`config.mk`:
```
export PLATFORM = sky130hd
export DESIGN_NAME = serial_subtractor_flat
export DESIGN_NICKNAME = d
export VERILOG_FILES = /design/src/rtl/serial_subtractor_if.sv /design/src/rtl/serial_subtractor.sv /design/src/flat_wrapper.sv
export SDC_FILE = /design/constraint.sdc
export NUM_CORES = 1
export LEC_CHECK = 0
export BUFFER_PORTS_ARGS = -buffer_cell sky130_fd_sc_hd__buf_2
export CAP_MARGIN = 10
export CORE_UTILIZATION = 54
export CTS_CLUSTER_DIAMETER = 100
export DETAILED_ROUTE_END_ITERATION = 10
export PLACE_DENSITY_LB_ADDON = 0.08
export SKIP_CTS_REPAIR_TIMING = 1
export SYNTH_ARGS = -nofsm -noshare
export SYNTH_HDL_FRONTEND = slang
export SYNTH_SLANG_ARGS = --single-unit
export TNS_END_PERCENT = 20
```
`constraint.sdc`:
```
create_clock -name clk -period 2.5 [get_ports clk]
set_input_delay 0.375 -clock clk [delete_from_list [all_inputs] [get_ports clk]]
set_output_delay 0.375 -clock clk [all_outputs]
set_load 0.02 [all_outputs]
```
`src/rtl/serial_subtractor_if.sv`:
```
`default_nettype none
// ============================================================================
// Module   : serial_subtractor_if
// Brief    : Start/busy/done operand and result bundle for serial_subtractor.
// Revision : 1.0
// ============================================================================
interface serial_subtractor_if #(
    parameter int WIDTH = 8
);
    logic             start;
    logic [WIDTH-1:0] A;
    logic [WIDTH-1:0] B;
    logic [WIDTH-1:0] Diff;
    logic             B_out;
    logic             busy;
    logic             done;

    modport master (
        output start, A, B,
        input  Diff, B_out, busy, done
    );

    modport slave (
        input  start, A, B,
        output Diff, B_out, busy, done
    );
endinterface
`default_nettype wire

```
`src/rtl/serial_subtractor.sv`:
```
`default_nettype none
// ============================================================================
// Module   : serial_subtractor
// Brief    : Bit-serial unsigned subtractor, Diff = A - B, LSB first, one
//            full-subtractor slice per clock with a single borrow flop.
// Revision : 1.0
// ============================================================================
module serial_subtractor #(
    parameter int WIDTH = 8
) (
    input wire logic          clk,
    input wire logic          rst,
    serial_subtractor_if.slave bus
);

    localparam int c_cnt_w = (WIDTH > 2) ? $clog2(WIDTH) : 1;
    localparam logic [c_cnt_w-1:0] c_last = c_cnt_w'(WIDTH - 1);

    typedef enum logic [1:0] {
        S_IDLE  = 2'd0,
        S_SHIFT = 2'd1,
        S_DONE  = 2'd2
    } state_t;

    state_t             r_state;
    state_t             w_state_next;

    logic [WIDTH-1:0]   r_a_sr;
    logic [WIDTH-1:0]   r_b_sr;
    logic [WIDTH-1:0]   r_d_sr;
    logic               r_borrow;
    logic [c_cnt_w-1:0] r_cnt;

    logic [WIDTH-1:0]   r_diff;
    logic               r_bout;
    logic               r_busy;
    logic               r_done;

    logic               w_a;
    logic               w_b;
    logic               w_d;
    logic               w_borrow_next;
    logic [WIDTH-1:0]   w_d_shifted;
    logic               w_capture;
    logic               w_last;

    // Single full-subtractor slice operating on the current LSBs.
    assign w_a           = r_a_sr[0];
    assign w_b           = r_b_sr[0];
    assign w_d           = w_a ^ w_b ^ r_borrow;
    assign w_borrow_next = (~w_a & w_b) | (~(w_a ^ w_b) & r_borrow);
    assign w_d_shifted   = {w_d, r_d_sr[WIDTH-1:1]};

    always_ff @(posedge clk or posedge rst) begin
        if (rst) begin
            r_state <= S_IDLE;
        end else begin
            r_state <= w_state_next;
        end
    end

    always_comb begin
        w_state_next = r_state;
        w_capture    = 1'b0;
        w_last       = 1'b0;
        case (r_state)
            S_IDLE: begin
                if (bus.start) begin
                    w_capture    = 1'b1;
                    w_state_next = S_SHIFT;
                end
            end
            S_SHIFT: begin
                if (r_cnt == c_last) begin
                    w_last       = 1'b1;
                    w_state_next = S_DONE;
                end
            end
            S_DONE: begin
                // The edge closing the done cycle is the earliest point a new
                // request is taken, giving a WIDTH+1 cycle back-to-back period.
                if (bus.start) begin
                    w_capture    = 1'b1;
                    w_state_next = S_SHIFT;
                end else begin
                    w_state_next = S_IDLE;
                end
            end
            default: begin
                w_state_next = S_IDLE;
            end
        endcase
    end

    always_ff @(posedge clk or posedge rst) begin
        if (rst) begin
            r_a_sr   <= '0;
            r_b_sr   <= '0;
            r_d_sr   <= '0;
            r_borrow <= 1'b0;
            r_cnt    <= '0;
            r_diff   <= '0;
            r_bout   <= 1'b0;
            r_busy   <= 1'b0;
            r_done   <= 1'b0;
        end else if (w_capture) begin
            r_a_sr   <= bus.A;
            r_b_sr   <= bus.B;
            r_borrow <= 1'b0;
            r_cnt    <= '0;
            r_busy   <= 1'b1;
            r_done   <= 1'b0;
        end else if (r_state == S_SHIFT) begin
            r_a_sr   <= r_a_sr >> 1;
            r_b_sr   <= r_b_sr >> 1;
            r_d_sr   <= w_d_shifted;
            r_borrow <= w_borrow_next;
            r_cnt    <= r_cnt + c_cnt_w'(1);
            if (w_last) begin
                r_diff <= w_d_shifted;
                r_bout <= w_borrow_next;
                r_busy <= 1'b0;
                r_done <= 1'b1;
            end
        end else if (r_state == S_DONE) begin
            r_done <= 1'b0;
        end
    end

    assign bus.Diff  = r_diff;
    assign bus.B_out = r_bout;
    assign bus.busy  = r_busy;
    assign bus.done  = r_done;

endmodule
`default_nettype wire

```
`src/flat_wrapper.sv`:
```
// flat-port wrapper written by rule: the top's interface ports become plain ports
module serial_subtractor_flat 
#(
    parameter int WIDTH = 8
)
  (clk, rst, bus_start, bus_A, bus_B, bus_Diff, bus_B_out, bus_busy, bus_done);
  serial_subtractor_if #(.WIDTH(WIDTH)) bus_i ();
  input wire logic clk;
  input wire logic rst;
  input wire logic [$bits(bus_i.start)-1:0] bus_start;
  input wire logic [$bits(bus_i.A)-1:0] bus_A;
  input wire logic [$bits(bus_i.B)-1:0] bus_B;
  output wire logic [$bits(bus_i.Diff)-1:0] bus_Diff;
  output wire logic [$bits(bus_i.B_out)-1:0] bus_B_out;
  output wire logic [$bits(bus_i.busy)-1:0] bus_busy;
  output wire logic [$bits(bus_i.done)-1:0] bus_done;
  assign bus_i.start = bus_start;
  assign bus_i.A = bus_A;
  assign bus_i.B = bus_B;
  assign bus_Diff = bus_i.Diff;
  assign bus_B_out = bus_i.B_out;
  assign bus_busy = bus_i.busy;
  assign bus_done = bus_i.done;
  serial_subtractor #(.WIDTH(WIDTH)) u_core (.clk(clk), .rst(rst), .bus(bus_i));
endmodule
```
==> results.cfg <==
[logic_synthesis]
synth_most_common_cell = dfrtp_1
postSynthCellCount = 149
synthTopCellsByArea = dfrtp_1 53%, mux2i_1 8.6%, mux2_4 6.4%
netlist_area_mm2 = 0.001872
ys_seq_area_frac = 0.5348
synth_top_area_cell = dfrtp_1
synthDistinctLibCells = 26
yosys_warnings = 0
synth_nets = 176
synth_top_area_share = 0.5348
synthArstFlopShare = 1.000
synth_edf_count = 0
synth_flop_cell = dfrtp_1
ys_ff_latch = 40
syn_area_per_cell_um2 = 12.56
synth_commonest_cells = 40 x dfrtp_1, 20 x nand2_1, 16 x mux2i_1

[final_layout]
layout.cells.non_filler = 227
layout.nets = 207
antenna_cells = 0
syn2layout_area_growth_pct = 11.63
final_layout_size_suffix_gt1_frac = 0.3425

[place]
dp_hpwl_mm = 2.082
port-buffer-count = 29
pre_cts_ws_ns = 0.6701
post-place-cells = 219
gp_congestion = 0.6907

[clock_tree]
cts_made_buffers = 5
clock_sinks = 40
worstSkewPairLatency_ns = 0.34
cts_htree_levels = 2
clockBufferDepth = 2
path_clk_slew_ns = 0.12
cts_root_buffer = clkbuf_4
cts_tree = yes

[setup_path]
path_class = flop to flop
cpLargestDelayFamily = flip-flops
cp_slowest_cell = dfrtp_1
required_ns = 2.74
cp.buffers_inverters = 1
crit_fanout = 39
cpPeakStageDelay_ns = 0.44
path_cells = inv_1 > ha_1 > o21a_4 > nor2_8 > mux2_4
crit_arrival_ns = 2.07
worst-path-stages = 5
critPathLaunchType = flop
ff2ff_setup_slack_ns = 0.67
critPathCaptureType = flop
reg2reg_depth = 5

[floorplanning]
chipHeight_um = 60.88
die_area_mm2 = 0.003706
die_x_um = 60.88
ios = 30
num_rows = 21
core_area_mm2 = 0.003337
start_util = 0.5609

[grt]
grt_pass1_vias = 1107
grt_use_total = 0.1881
grt_max_degree = 41
antenna_found_initial = 0
grt.overflow.total = 0
grt_pass1_wl_mm = 4.947

[sta]
period_share = 0.7338
period_needed_ns = 1.835
tightestPinTransition_ns = 0.4887
fin_skew_ns = 0.01037
hold_violations = 0
rsz0062_at_grt = false
final.setup.tns_ns = 0
relSlewSlack = 0.6742
max_freq_mhz = 545.1
setup_viol = 0
final_max_slew_viol_count = 0
fin_ws_ns = 0.6655

[detailed_routing]
drt-wirelength-per-cell_um = 12.92
ant_nets = 0
first_iter_violations = 38
dr_total_vias = 1137
finalWirelength_mm = 2.933
avgViaCountPerCell = 5.009
drcViolationCount = 0
drt_first_pass_iters = 4

[job]
maxCapViolations = 0

[worst_hold_path]
min_path_type = input pin to asynchronous set/reset pin

[power]
p_per_area_mw_per_mm2 = 1029
power.leakage_uw = 0.001026
peakVddDrop_mv = 0.5400

[status]
status = complete, no violations
## cell families after synthesis
logic type	synth area share
DFF	0.5348
buffers and inverters	0.04679
adders and majority gates	0.05748
xor gates and xnor gates	0.004680
muxes	0.2039
and+or+nand+nor	0.07954
AOI/OAI and AO/OA	0.07286
## layer usage
| layer | part of all wire | routed length, um | global-route usage | vias up |
|---|---|---|---|---|
| met4 | 0.012 | 36 | 0.07468 | 0 |
| li1 | - | - | - | 563 |
| met1 | 0.47 | 1377 | 0.2294 | 543 |
| met5 | 0 | 0 | 0 | - |
| met3 | 0.044 | 128 | 0.06823 | 4 |
| met2 | 0.47 | 1391 | 0.3046 | 27 |
## placed cells by master, fill, tap and decap left out, drive strengths merged, types with 2 or more instances in the layout
| cell | n |
|---|---|
| clkinv | 2 |
| o21ai | 17 |
| mux2 | 17 |
| mux2i | 16 |
| ha | 7 |
| nor2 | 5 |
| buf | 31 |
| nand2 | 22 |
| dfrtp | 40 |
| inv | 7 |
| clkbuf | 6 |
| nand3b | 2 |
## worst paths after layout
kind,start,to
setup / recovery,u_core.r_state[0],u_core.bus.Diff[1]
hold / removal,rst,u_core.r_d_sr[2]
setup reg to reg,u_core.r_state[0],u_core.bus.Diff[1]
min in group clk,bus_B[7],u_core.r_b_sr[7]
max in group asynchronous,rst,u_core.bus.done
hold reg to reg,u_core.bus.busy,u_core.bus.busy
## per-stage QoR
| stage | util | instance area (um^2) | total power (uW) | hold slack (ns) |
|---|---|---|---|---|
| 5_1_grt | 0.6262 | 2090 | 2335 | 0.1669 |
| 3_5_place_dp | 0.6078 | 2028 | 1841 | 0.4736 |
| 4_1_cts | 0.6262 | 2090 | 2184 | 0.1305 |
| 2_1_floorplan | - | 1872 | 1699 | 0.4751 |
| 6_report | 0.6262 | 2090 | 2149 | 0.1225 |
| 3_3_place_gp | 0.6078 | 2028 | 1777 | 0.4622 |
## where the power goes
part / internal [uW] / switching [uW] / leakage (uW)
registers: 876 / 141 / 0.000506
logic: 377 / 415 / 0.000482
clock network: 134 / 206 / 0.0000380
## final cells by class
cell class,instances,area [um^2]
Clock buffer,6,51.30
Inverter,7,26.28
Tap cell,46,57.56
Multi-Input combinational cell,95,783.3
Clock inverter,2,10.01
Sequential cell,40,1001
Fill cell,291,1247
Timing Repair Buffer,31,160.2
## tightest hold or removal path, stage by stage
cell	delay (ns)
buf_2	0.09
inv_1	0.04
buf_4	0.41
## flip-flops by register name, summed over array words and instances (netlist names)
signal            count
u_core.bus.B_out      1
u_core.bus.Diff       8
u_core.r_d_sr         7
u_core.bus.busy       1
u_core.r_a_sr         8
u_core.r_cnt          3
u_core.r_b_sr         8
u_core.bus.done       1
u_core.r_borrow       1
u_core.r_state        2
(Power assumes the default switching activity.)
